## src/rtl/game_pkg.sv

```systemverilog
// Shared types and constants for the game-over controller.
// Holds the FSM state enum and the default retry keycode.
package game_pkg;

  typedef enum logic [2:0] {
    GO_PLAY,
    GO_DYING,
    GO_OVER,
    GO_ARMED,
    GO_RESTART
  } go_state_t;

  localparam logic [7:0] KEY_R = 8'h15;

  function automatic logic [7:0] sat_inc(
    input logic [7:0] v
  );
    return (v == 8'hFF) ? v : v + 8'd1;
  endfunction

endpackage

```

## src/rtl/frame_tick_gen.sv

```systemverilog
// Frame tick generator: one-cycle pulse on each
// falling edge of the active-low vertical sync.
module frame_tick_gen (
  input  logic Clk,
  input  logic Reset_n,
  input  logic vs,
  output logic frame_tick
);

  logic vs_q;

  always_ff @(posedge Clk or negedge Reset_n) begin
    if (!Reset_n) vs_q <= 1'b1;
    else          vs_q <= vs;
  end

  assign frame_tick = vs_q & ~vs;

endmodule

```

## src/rtl/game_over_ctrl.sv

```systemverilog
// Death / game-over / retry sequencer with registered outputs.
// Optional retry-prompt blink enabled by defining RETRY_BLINK_EN.
module game_over_ctrl
  import game_pkg::*;
#(
  parameter int unsigned DEATH_DELAY_FRAMES = 60,
  parameter int unsigned MIN_SHOW_FRAMES    = 30,
  parameter logic [7:0]  RETRY_KEY          = KEY_R,
  parameter int unsigned BLINK_FRAMES       = 16
) (
  input  logic       Clk,
  input  logic       Reset_n,
  input  logic       vs,
  input  logic       death_evt,
  input  logic [7:0] keycode,
  output logic       freeze_game,
  output logic       show_overlay,
  output logic       prompt_on,
  output logic       restart_pulse
);

  localparam logic [7:0] DYING_LAST =
    8'(DEATH_DELAY_FRAMES - 1);
  localparam logic [7:0] OVER_LAST =
    8'(MIN_SHOW_FRAMES - 1);

  go_state_t  state_q, state_d;
  logic [7:0] cnt_q, cnt_d;
  logic [7:0] key_q;
  logic       frame_tick;
  logic       retry_edge;

  logic freeze_d, overlay_d;
  logic restart_d, prompt_d;

  frame_tick_gen u_tick (
    .Clk        (Clk),
    .Reset_n    (Reset_n),
    .vs         (vs),
    .frame_tick (frame_tick)
  );

  // A held key never re-arms: only a fresh press counts.
  assign retry_edge = (key_q != RETRY_KEY) &&
                      (keycode == RETRY_KEY);

  always_ff @(posedge Clk or negedge Reset_n) begin
    if (!Reset_n) begin
      state_q <= GO_PLAY;
      cnt_q   <= 8'd0;
      key_q   <= 8'd0;
    end else begin
      state_q <= state_d;
      cnt_q   <= cnt_d;
      key_q   <= keycode;
    end
  end

  always_comb begin
    state_d = state_q;
    cnt_d   = cnt_q;
    case (state_q)
      GO_PLAY: begin
        if (death_evt) begin
          state_d = GO_DYING;
          cnt_d   = 8'd0;
        end
      end
      GO_DYING: begin
        if (frame_tick) begin
          if (cnt_q == DYING_LAST) begin
            state_d = GO_OVER;
            cnt_d   = 8'd0;
          end else begin
            cnt_d = sat_inc(cnt_q);
          end
        end
      end
      GO_OVER: begin
        if (frame_tick) begin
          if (cnt_q == OVER_LAST) begin
            state_d = GO_ARMED;
            cnt_d   = 8'd0;
          end else begin
            cnt_d = sat_inc(cnt_q);
          end
        end
      end
      GO_ARMED: begin
        if (retry_edge) begin
          state_d = GO_RESTART;
        end else if (frame_tick) begin
          cnt_d = sat_inc(cnt_q);
        end
      end
      GO_RESTART: begin
        state_d = GO_PLAY;
        cnt_d   = 8'd0;
      end
      default: begin
        state_d = GO_PLAY;
        cnt_d   = 8'd0;
      end
    endcase
  end

  // Outputs decode the next state so they land with it.
  always_comb begin
    freeze_d  = 1'b0;
    overlay_d = 1'b0;
    restart_d = 1'b0;
    case (state_d)
      GO_DYING: begin
        freeze_d = 1'b1;
      end
      GO_OVER, GO_ARMED: begin
        freeze_d  = 1'b1;
        overlay_d = 1'b1;
      end
      GO_RESTART: begin
        freeze_d  = 1'b1;
        restart_d = 1'b1;
      end
      default: begin
        freeze_d = 1'b0;
      end
    endcase
  end

`ifdef RETRY_BLINK_EN
  localparam logic [7:0] BLINK_LAST =
    8'(BLINK_FRAMES - 1);

  logic [7:0] blink_cnt_q, blink_cnt_d;
  logic       blink_q, blink_d;

  always_comb begin
    blink_cnt_d = blink_cnt_q;
    blink_d     = blink_q;
    if (state_d != GO_ARMED) begin
      blink_cnt_d = 8'd0;
      blink_d     = 1'b0;
    end else if (state_q != GO_ARMED) begin
      blink_cnt_d = 8'd0;
      blink_d     = 1'b1;
    end else if (frame_tick) begin
      if (blink_cnt_q == BLINK_LAST) begin
        blink_cnt_d = 8'd0;
        blink_d     = ~blink_q;
      end else begin
        blink_cnt_d = blink_cnt_q + 8'd1;
      end
    end
  end

  always_ff @(posedge Clk or negedge Reset_n) begin
    if (!Reset_n) begin
      blink_cnt_q <= 8'd0;
      blink_q     <= 1'b0;
    end else begin
      blink_cnt_q <= blink_cnt_d;
      blink_q     <= blink_d;
    end
  end

  assign prompt_d = blink_d;
`else
  assign prompt_d = overlay_d;
`endif

  always_ff @(posedge Clk or negedge Reset_n) begin
    if (!Reset_n) begin
      freeze_game   <= 1'b0;
      show_overlay  <= 1'b0;
      prompt_on     <= 1'b0;
      restart_pulse <= 1'b0;
    end else begin
      freeze_game   <= freeze_d;
      show_overlay  <= overlay_d;
      prompt_on     <= prompt_d;
      restart_pulse <= restart_d;
    end
  end

endmodule

```

## config.mk

```make
export PLATFORM = sky130hd
export DESIGN_NAME = game_over_ctrl
export DESIGN_NICKNAME = d
export VERILOG_FILES = /design/src/rtl/game_pkg.sv /design/src/rtl/frame_tick_gen.sv /design/src/rtl/game_over_ctrl.sv
export SDC_FILE = /design/constraint.sdc
export NUM_CORES = 1
export LEC_CHECK = 0
export CORE_ASPECT_RATIO = 0.6
export CORE_MARGIN = 2
export CORE_UTILIZATION = 40
export DETAILED_ROUTE_END_ITERATION = 10
export PLACE_DENSITY = 0.66
export SLEW_MARGIN = 20
export SYNTH_ARGS = -nofsm -noshare
export SYNTH_HDL_FRONTEND = slang
export SYNTH_SLANG_ARGS = --single-unit
```

## constraint.sdc

```tcl
create_clock -name Clk -period 1.9 [get_ports Clk]
set_input_delay 0.475 -clock Clk [delete_from_list [all_inputs] [get_ports Clk]]
set_output_delay 0.475 -clock Clk [all_outputs]
set_load 0.05 [all_outputs]
```

==> results of run 1 <==
==> placed cells by master (no fill, tap or decap), types with 3 or more instances in the layout <==
cell,n
sky130_fd_sc_hd__dfrtp_1,21
sky130_fd_sc_hd__buf_4,17
sky130_fd_sc_hd__a21oi_1,8
sky130_fd_sc_hd__nor2_1,7
sky130_fd_sc_hd__nand2_1,6
sky130_fd_sc_hd__clkdlybuf4s15_1,5
sky130_fd_sc_hd__inv_1,4
sky130_fd_sc_hd__nand3_1,4
sky130_fd_sc_hd__dlygate4sd2_1,4
sky130_fd_sc_hd__o21ai_0,3
sky130_fd_sc_hd__clkbuf_8,3
==> area by class of cell <==
cell class	count	share of cell area (%)
timing repair buffer	30	17.6
clock inverter	1	0.340
multi-input combinational	69	36.3
sequential	23	39.2
clock buffer	3	2.80
tap	32	2.72
inverter	4	1.02
==> power groups by stage <==
stage               Clock (uW)  Sequential [uW]  Combinational [uW]
finish                     308              651                 394
detailed placement           0              658                 364
global route               337              664                 436
global placement             0              652                 358
CTS                        311              649                 386
floorplan                    0              654                 220
==> routing by layer <==
layer  GRT usage (%)  vias up
met5               0        -
met4            4.91        0
met3            4.91        2
met2            26.1       22
met1            21.2      402
li1                -      418
==> worst max-delay path: stages (launching register included) <==
cell	delay, ps
sky130_fd_sc_hd__dfrtp_1	400
sky130_fd_sc_hd__nor4b_4	330
sky130_fd_sc_hd__a211oi_4	110
sky130_fd_sc_hd__a211o_2	350
sky130_fd_sc_hd__buf_6	140
sky130_fd_sc_hd__or3_4	360
sky130_fd_sc_hd__a21oi_2	120
==> worst min-delay path by stage <==
stage | startpoint | to | slack [ps] | cells after the start
2_1_floorplan | Reset_n | cnt_q[0] | 180 | 0
3_3_place_gp | cnt_q[4] | cnt_q[4] | 570 | 2
3_5_place_dp | cnt_q[5] | cnt_q[5] | 590 | 2
4_1_cts | keycode[3] | key_q[3] | 420 | 1
5_1_grt | keycode[1] | key_q[1] | 430 | 2
6_report | keycode[2] | key_q[2] | 410 | 1
==> per-stage QoR <==
step                hold slack (ps)  setup WS (ps)
global route                    425          -56.1
CTS                             422           8.60
global placement                571           -489
finish                          415           23.1
floorplan                       179          -61.7
detailed placement              595           -543
==> state kept, by name (all words and copies together), names as in the netlist <==
signal,count
restart_pulse,1
cnt_q,8
state_q,3
u_tick.vs_q,1
key_q,8
freeze_game,1
prompt_on,1
==> logic make-up after synthesis <==
kind of cell | share of synthesized area (%)
and+or+nand+nor | 25.3
AOI/OAI and AO/OA | 15.7
DFF | 52.0
buffers and inverters | 3.04
adders and majority gates | 2.25
xor gates and xnor gates | 0.789
muxes | 1.01
==> timing repair <==
item / 4_1_cts / 5_1_grt
endpoints found under the hold margin: 0 / 0
endpoints found under the setup margin: 11 / 7
gates resized for setup: 22 / 7
gates cloned: 0 / 0
pin swaps: 9 / 8
setup buffers: 4 / 0
==> run metrics, run 1 <==
result of the run=complete, no violations; flops & latches, synth=23; PwrDens=918 nW/um2; n_diodes=0; sequential area share after synthesis=52.0%; highest attainable clock frequency=533 MHz; Comb pwr share=about 29%; Layout area overhead=32.8%; Final Hold Violating Endpoints=0; CP Capture Type=flop; total count of max-transition violations in the final report=0; Detailed Route Iter0 Violations=49; headroom to the max-slew limit=71.9%; gp weighted congestion=0.762; top_reg_cell synth=sky130_fd_sc_hd__dfrtp_1; sequential fraction of design power=48.1%; worst clock skew=7.85 ps; PortBufs=15; final non-filler cell area=1470 um2; routed length per placed instance=14.1 um; number of enable-type register cells in the synthesized netlist=0; post-synthesis cell type with the largest combined area=sky130_fd_sc_hd__dfrtp_1; number of I/O pins=16; CTS tree=done; maximum ir drop on the vdd rail=563 uV; unrepaired setup endpoints after global routing=true; maximum clock path buffer count=2; pin count of the biggest net entering global routing=24; Critical Path RT=2100 ps; vias in the first global route=840; Mapped Nets=112; Die H=between 40 and 50 um; post-layout util=a little under three fifths; Root Buffer=sky130_fd_sc_hd__clkbuf_8; TritonCTS Sinks=23; portion of total power attributed to the clock network=22.8%; area occupied by multi-input gates=536 um2; cell types with the highest counts after synthesis=sky130_fd_sc_hd__dfrtp_1, sky130_fd_sc_hd__a21oi_1, sky130_fd_sc_hd__nor2_1; number of levels the H-tree was split into=1; GR Util All Layers=16.1%; worst setup path category=flop to flop; crit path DAT=about 2100 ps; total via count after detailed routing=around 840; cts hold-fix bufs=0; Remaining Overflow, GRT=0; antenna violation net count after detailed routing=0; post-synth top area share=around half; number of buffers created by CTS=3; worst reg-to-reg path cell count=6; leakage power=0.000632 uW; crit path max fanout=7; number of maximum-capacitance constraint violations=0; synthesized instance count=98; Filler Cell Count=about 220; placed standard-cell area=1360 um2; combined area of all synthesized cells=1110 um2; fraction of power spent switching nets=32.9%; Tightest Hold Check Type=input port to flop; clock latency of the later-clocked register in the worst-skew pair=270 ps; initial cell density of the core=about 43%; antenna violations before repair=0; worst setup path end=cnt_q[4]; Post-DP HPWL=1650 um; worst setup path startpoint=key_q[7]; critical path launch point type=flop; cell count after placement=between 150 and 200; FF-to-FF Start=key_q[7]; number of distinct library cell variants in the gate-level netlist after synthesis=38; proportion of layout cells with a drive suffix above 1=a little over a third; uppermost layer routed=met4; slew at the pin closest to its max-slew limit=422 ps; final setup vio count=0; total power=1350 uW; total length of routed met2 wires=963 um; Final Cycle Share=roughly 100%; Detailed Routing Iterations Pass 1=4; Worst R2R Setup Slack=20 ps; clock transition time at the flip-flop clock pins of the worst setup and hold paths=80 ps; Chip Width=72 um; Final Instance Count excl. Fillers=about 160; average cell area after synthesis=roughly 11 um2; share of async-settable or async-resettable flops after synthesis=100%; detailed-route wire length on metal 1=1190 um; area of the core region=approximately 2600 um2; Register Area=578 um2; internal power=about 900 uW; total wire length=about 2300 um; Post-route DRC=0; most repeated cell in the gate-level netlist after synthesis=sky130_fd_sc_hd__dfrtp_1; fin crit period=1880 ps; std cell rows=14; detailed-route vias per instance=5.21; terminus of the critical flop-to-flop path=cnt_q[4]; Final TNS setup=0 ps; first-pass GRT wire length=between 3000 and 4000 um; final net count=145; DIE AREA=3230 um2; power dissipated by switching net loads=approximately 450 uW; Synthesis Warnings=0; top post-synthesis cells by area=sky130_fd_sc_hd__dfrtp_1, sky130_fd_sc_hd__a21oi_1, sky130_fd_sc_hd__a211oi_4; met3 wire length=about 110 um
Power figures use the tool's default switching activity.
==> inputs of run 2 (changes only) <==
--- a/config.mk
+++ b/config.mk
@@ -7,9 +7,9 @@
 export LEC_CHECK = 0
 export CORE_ASPECT_RATIO = 0.6
 export CORE_MARGIN = 2
-export CORE_UTILIZATION = 40
+export CORE_UTILIZATION = 38
 export DETAILED_ROUTE_END_ITERATION = 10
-export PLACE_DENSITY = 0.66
+export PLACE_DENSITY = 0.63
 export SLEW_MARGIN = 20
 export SYNTH_ARGS = -nofsm -noshare
 export SYNTH_HDL_FRONTEND = slang
==> run metrics, run 2 (synthesis results as in run 1) <==
result of the run=complete, no violations (unchanged); most used routing layer=met2 (unchanged); initial cell density of the core=39.2% (was 43.1%); most common library cell in the layout ignoring fill and taps=sky130_fd_sc_hd__dfrtp_1 (unchanged); number of levels the H-tree was split into=1 (unchanged); CTS tree=done (unchanged); commonest non-fill, non-tap cells in the layout=sky130_fd_sc_hd__dfrtp_1, sky130_fd_sc_hd__buf_4, sky130_fd_sc_hd__nor2_1, sky130_fd_sc_hd__a21oi_1, sky130_fd_sc_hd__nand2_1 (was sky130_fd_sc_hd__dfrtp_1, sky130_fd_sc_hd__buf_4, sky130_fd_sc_hd__a21oi_1, sky130_fd_sc_hd__nor2_1, sky130_fd_sc_hd__nand2_1); antenna violation net count after detailed routing=0 (unchanged); met1 Usage GRT=19.9% (was 21.2%); crit path DAT=2080 ps (was 2070 ps); number of buffers created by CTS=3 (unchanged); clock latency of the later-clocked register in the worst-skew pair=260 ps (was 270 ps); pin count of the biggest net entering global routing=24 (unchanged); crit path cell chain=nor4b_4, a211oi_4, a211o_2, buf_6, or3_1, a21oi_1 (was nor4b_4, a211oi_4, a211o_2, buf_6, or3_4, a21oi_2); unrepaired setup endpoints after global routing=true (unchanged); number of maximum-capacitance constraint violations=0 (unchanged); total count of max-transition violations in the final report=0 (unchanged); headroom to the max-slew limit=65.1% (was 71.9%); highest attainable clock frequency=529 MHz (was 533 MHz); crit path max-delay cell type=sky130_fd_sc_hd__dfrtp_1 (unchanged); DIE AREA=3380 um2 (was 3230 um2); routed length per placed instance=13.2 um (was 14.1 um); first-pass GRT wire length=3680 um (was 3840 um); Final Hold Violating Endpoints=0 (unchanged); antenna violations before repair=0 (unchanged); Post-route DRC=0 (unchanged); final net count=145 (unchanged); final setup vio count=0 (unchanged); fin crit period=1890 ps (was 1880 ps); vias in the first global route=809 (was 840); worst setup path category=flop to flop (unchanged); maximum clock path buffer count=2 (unchanged); clock transition time at the flip-flop clock pins of the worst setup and hold paths=80 ps (about the same); n_diodes=0 (unchanged); Final Cycle Share=99.4% (was 98.8%); Post-DP HPWL=1640 um (was 1650 um); total via count after detailed routing=873 (was 844); Layout area overhead=33.8% (was 32.8%); delay of the slowest cell on the worst path=400 ps (about the same); number of I/O pins=16 (unchanged); GR Util All Layers=15.0% (was 16.1%); Detailed Routing Iterations Pass 1=4 (unchanged); critical path launch point type=flop (unchanged); global routing usage on met3=5.31% (was 4.91%); Root Buffer=sky130_fd_sc_hd__clkbuf_8 (unchanged); Final Instance Count excl. Fillers=172 (was 162); total wire length=2260 um (was 2280 um); Detailed Route Iter0 Violations=35 (was 49); area of the core region=2830 um2 (was 2570 um2); maximum ir drop on the vdd rail=443 uV (was 563 uV); cell count after placement=166 (was 154); PortBufs=15 (unchanged); worst clock skew=1.79 ps (was 7.85 ps); Filler Cell Count=262 (was 219); Die H=45.9 um (was 44.8 um); Tightest Hold Check Type=input port to flop (unchanged); Chip Width=73.8 um (was 72 um); leakage power=0.000630 uW (was 0.000632 uW); proportion of layout cells with a drive suffix above 1=36.9% (was 36.2%); met2 Usage GRT=23.4% (was 26.1%); gp weighted congestion=0.731 (was 0.762); largest registers ranked by flip-flop count=cnt_q: 8 flops, key_q: 8 flops, state_q: 3 flops (unchanged); std cell rows=15 (was 14); Final TNS setup=0 ps (unchanged); Remaining Overflow, GRT=0 (unchanged); cts hold-fix bufs=0 (unchanged); post-layout util=52.4% (was 57.2%); TritonCTS Sinks=23 (unchanged); CP Capture Type=flop (unchanged); detailed-route vias per instance=5.08 (was 5.21); crit path max fanout=7 (unchanged); Critical Path RT=2090 ps (was 2100 ps); PwrDens=897 nW/um2 (was 918 nW/um2); slew at the pin closest to its max-slew limit=518 ps (was 422 ps)
run 2: repair_timing:
action / in CTS / in global routing
endpoints found under the setup margin: 11 / 9
pin swaps: 8 / 13
hold endpoints to repair: 0 / 0
resized for setup: 20 / 9
setup buffers: 1 / 1
run 2: worst max-delay path, delay by kind of cell, from the launching register on:
kind	cells	cell delay, ps
AND/OR/NAND/NOR	2	650
AO/OA/AOI/OAI	3	640
flip-flops	1	400
buffers and inverters	1	140
run 2: where the power goes:
group          leakage (uW)  switching [uW]  total (uW)  internal, uW
clock network     0.0000228             144         294           149
registers          0.000277            78.0         649           571
logic              0.000330             207         389           182
total              0.000630             429        1330           902
run 2: path summary, 6_finish.rpt:
check / from / depth (start not counted) / endpoint / slack [ps]
worst max-delay path: key_q[5] / 6 / cnt_q[3] / 10
worst min-delay path: keycode[7] / 1 / key_q[7] / 340
worst max register to register: key_q[5] / 6 / cnt_q[3] / 10
worst min register to register: cnt_q[4] / 2 / cnt_q[4] / 600
max in group asynchronous: Reset_n / 2 / u_tick.vs_q / 1060
min in group asynchronous: Reset_n / 2 / cnt_q[6] / 570
run 2: stage by stage:
stage	total power (uW)	setup slack (ps)	hold WS [ps]	area [um2]
floorplan	875	-61.7	179	1120
global placement	1010	-477	562	1390
detailed placement	1030	-535	574	1390
CTS	1340	-4.08	427	1450
global route	1430	-57.1	322	1490
finish	1330	10.5	338	1490
run 2: final cells by class:
| cell class | instances | area (um2) | area share [%] |
|---|---|---|---|
| Multi-Input combinational cell | 69 | 542 | 36.5 |
| Inverter | 4 | 15.0 | 1.01 |
| Clock buffer | 4 | 45.0 | 3.03 |
| Sequential cell | 23 | 578 | 38.9 |
| Timing Repair Buffer | 30 | 253 | 17.0 |
| Tap cell | 42 | 52.6 | 3.54 |
run 2: routing by layer:
layer	routed length, um	vias up
li1	-	418
met3	120	2
met2	1080	20
met1	1040	433
met5	0	-
met4	17	0
==> inputs of run 3 (changes only) <==
--- a/config.mk
+++ b/config.mk
@@ -6,8 +6,9 @@
 export NUM_CORES = 1
 export LEC_CHECK = 0
 export CORE_ASPECT_RATIO = 0.6
-export CORE_MARGIN = 2
+export CORE_MARGIN = 1
 export CORE_UTILIZATION = 38
+export CTS_BUF_LIST = sky130_fd_sc_hd__clkbuf_8
 export DETAILED_ROUTE_END_ITERATION = 10
 export PLACE_DENSITY = 0.63
 export SLEW_MARGIN = 20
==> run metrics, run 3 (synthesis results as in run 1) <==
maximum clock path buffer count=2 (unchanged); leakage power=0.000642 uW (was 0.000630 uW); area of the core region=2630 um2 (was 2830 um2); clock transition time at the flip-flop clock pins of the worst setup and hold paths=80 ps (about the same); Filler Cell Count=249 (was 262); n_diodes=0 (unchanged); detailed-route vias per instance=5.19 (was 5.08); crit path DAT=2110 ps (was 2080 ps); final setup vio count=1 (was 0); met2 Usage GRT=24.5% (was 23.4%); CTS tree=done (unchanged); headroom to the max-slew limit=67.4% (was 65.1%); PwrDens=919 nW/um2 (was 897 nW/um2); met1 Usage GRT=22.0% (was 19.9%); Die H=43.9 um (was 45.9 um); number of buffers created by CTS=3 (unchanged); proportion of layout cells with a drive suffix above 1=39.8% (was 36.9%); routed length per placed instance=13.6 um (was 13.2 um); gp weighted congestion=0.794 (was 0.731); Post-route DRC=0 (unchanged); worst setup path startpoint=key_q[5] (unchanged); maximum ir drop on the vdd rail=502 uV (was 443 uV); Detailed Route Iter0 Violations=70 (was 35); Tightest Hold Check Type=input port to flop (unchanged); antenna violation net count after detailed routing=0 (unchanged); highest attainable clock frequency=521 MHz (was 529 MHz); Detailed Routing Iterations Pass 1=4 (unchanged); TritonCTS Sinks=23 (unchanged); PortBufs=15 (unchanged); largest registers ranked by flip-flop count=cnt_q: 8 flops, key_q: 8 flops, state_q: 3 flops (unchanged); std cell rows=14 (was 15); number of I/O pins=16 (unchanged); pin count of the biggest net entering global routing=24 (unchanged); Root Buffer=sky130_fd_sc_hd__clkbuf_8 (unchanged); number of maximum-capacitance constraint violations=0 (unchanged); Final Cycle Share=101% (was 99.4%); total count of max-transition violations in the final report=0 (unchanged); vias in the first global route=834 (was 809); Remaining Overflow, GRT=0 (unchanged); FF-to-FF Start=key_q[5] (unchanged); initial cell density of the core=42.2% (was 39.2%); number of levels the H-tree was split into=1 (unchanged); result of the run=finished with violations (was complete, no violations); crit path max fanout=7 (unchanged); unrepaired setup endpoints after global routing=true (unchanged); final net count=148 (was 145); beginning of the worst hold path=keycode[0] (was keycode[7]); slew at the pin closest to its max-slew limit=484 ps (was 518 ps); global routing usage on met3=5.58% (was 5.31%); worst clock skew=1.50 ps (was 1.79 ps); fin crit period=1920 ps (was 1890 ps); Final Hold Violating Endpoints=0 (unchanged); total wire length=2250 um (was 2260 um); smallest hold slack=335 ps (was 338 ps); worst setup path category=flop to flop (unchanged); placed standard-cell area=1380 um2 (was 1390 um2); critical path launch point type=flop (unchanged); clock latency of the later-clocked register in the worst-skew pair=260 ps (about the same); first-pass GRT wire length=3740 um (was 3680 um); violations in the final reports=setup timing; commonest non-fill, non-tap cells in the layout=sky130_fd_sc_hd__dfrtp_1, sky130_fd_sc_hd__buf_4, sky130_fd_sc_hd__a21oi_1, sky130_fd_sc_hd__nor2_1, sky130_fd_sc_hd__nand2_1 (was sky130_fd_sc_hd__dfrtp_1, sky130_fd_sc_hd__buf_4, sky130_fd_sc_hd__nor2_1, sky130_fd_sc_hd__a21oi_1, sky130_fd_sc_hd__nand2_1); CP Capture Type=flop (unchanged); Critical Path RT=2090 ps (about the same); Worst Slack Setup Final=-18.9 ps (was 10.5 ps); final non-filler cell area=1470 um2 (was 1490 um2); Post-DP HPWL=1620 um (was 1640 um); GR Util All Layers=16.0% (was 15.0%); total via count after detailed routing=857 (was 873); most used routing layer=met2 (unchanged); DIE AREA=3150 um2 (was 3380 um2); antenna violations before repair=0 (unchanged); Chip Width=71.8 um (was 73.8 um); Layout area overhead=32.1% (was 33.8%)
run 3: changes by cell type in the layout (fill, tap and decap cells not counted), sizes merged:
| cell | delta |
|---|---|
| clkinv | +1 |
| clkbuf | +1 |
| dlygate4sd2 | -2 |
| buf | +3 |
run 3: final cells by class:
| type | instances | area (um2) | area share, % |
|---|---|---|---|
| clock buffers | 3 | 41.3 | 2.82 |
| inverters | 4 | 15.0 | 1.02 |
| well taps | 32 | 40.0 | 2.73 |
| flip-flops and latches | 23 | 578 | 39.4 |
| multi-input cells | 69 | 532 | 36.3 |
| repair buffers | 33 | 255 | 17.4 |
| clock inverters | 1 | 5.00 | 0.341 |
run 3: layer usage:
layer	vias to the layer above	wire length, um
li1	424	-
met1	406	1100
met2	25	1020
met3	2	108
met4	0	16
met5	-	0
run 3: repair_timing:
item,in CTS,in global routing
resized for setup,16,14
hold buffers,0,0
pin swaps,8,5
buffers inserted,3,2
setup endpoints to repair,11,10
run 3: worst paths after layout:
check | to | slack [ps] | cells after the start
max | cnt_q[4] | -20 | 6
min | key_q[0] | 340 | 1
max reg2reg | cnt_q[4] | -20 | 6
min reg2reg | cnt_q[5] | 610 | 2
max in group asynchronous | u_tick.vs_q | 1050 | 2
min in group asynchronous | key_q[5] | 560 | 2
run 3: per-stage QoR:
| stage | setup TNS, ps | worst slack [ps] | utilization [%] | instances | total power [uW] |
|---|---|---|---|---|---|
| 2_1_floorplan | -61.7 | -61.7 | - | 98 | 875 |
| 3_3_place_gp | -5250 | -508 | 52.4 | 156 | 1030 |
| 3_5_place_dp | -5850 | -564 | 52.4 | 156 | 1040 |
| 4_1_cts | 0 | 2.70 | 55.3 | 163 | 1340 |
| 5_1_grt | -290 | -111 | 55.8 | 165 | 1440 |
| 6_report | -18.9 | -18.9 | 55.8 | 165 | 1350 |
run 3: worst max-delay path: stages, from the launching register on:
cell                       delay, ps
sky130_fd_sc_hd__dfrtp_1         400
sky130_fd_sc_hd__nor4b_4         330
sky130_fd_sc_hd__a211oi_4        110
sky130_fd_sc_hd__a211o_2         350
sky130_fd_sc_hd__buf_6           140
sky130_fd_sc_hd__or3_4           370
sky130_fd_sc_hd__a21oi_2         140
run 3: where the power goes:
part | internal, uW | switching [uW] | total (uW)
clock | 146 | 149 | 295
combinational | 196 | 213 | 409
sequential | 571 | 73.3 | 644
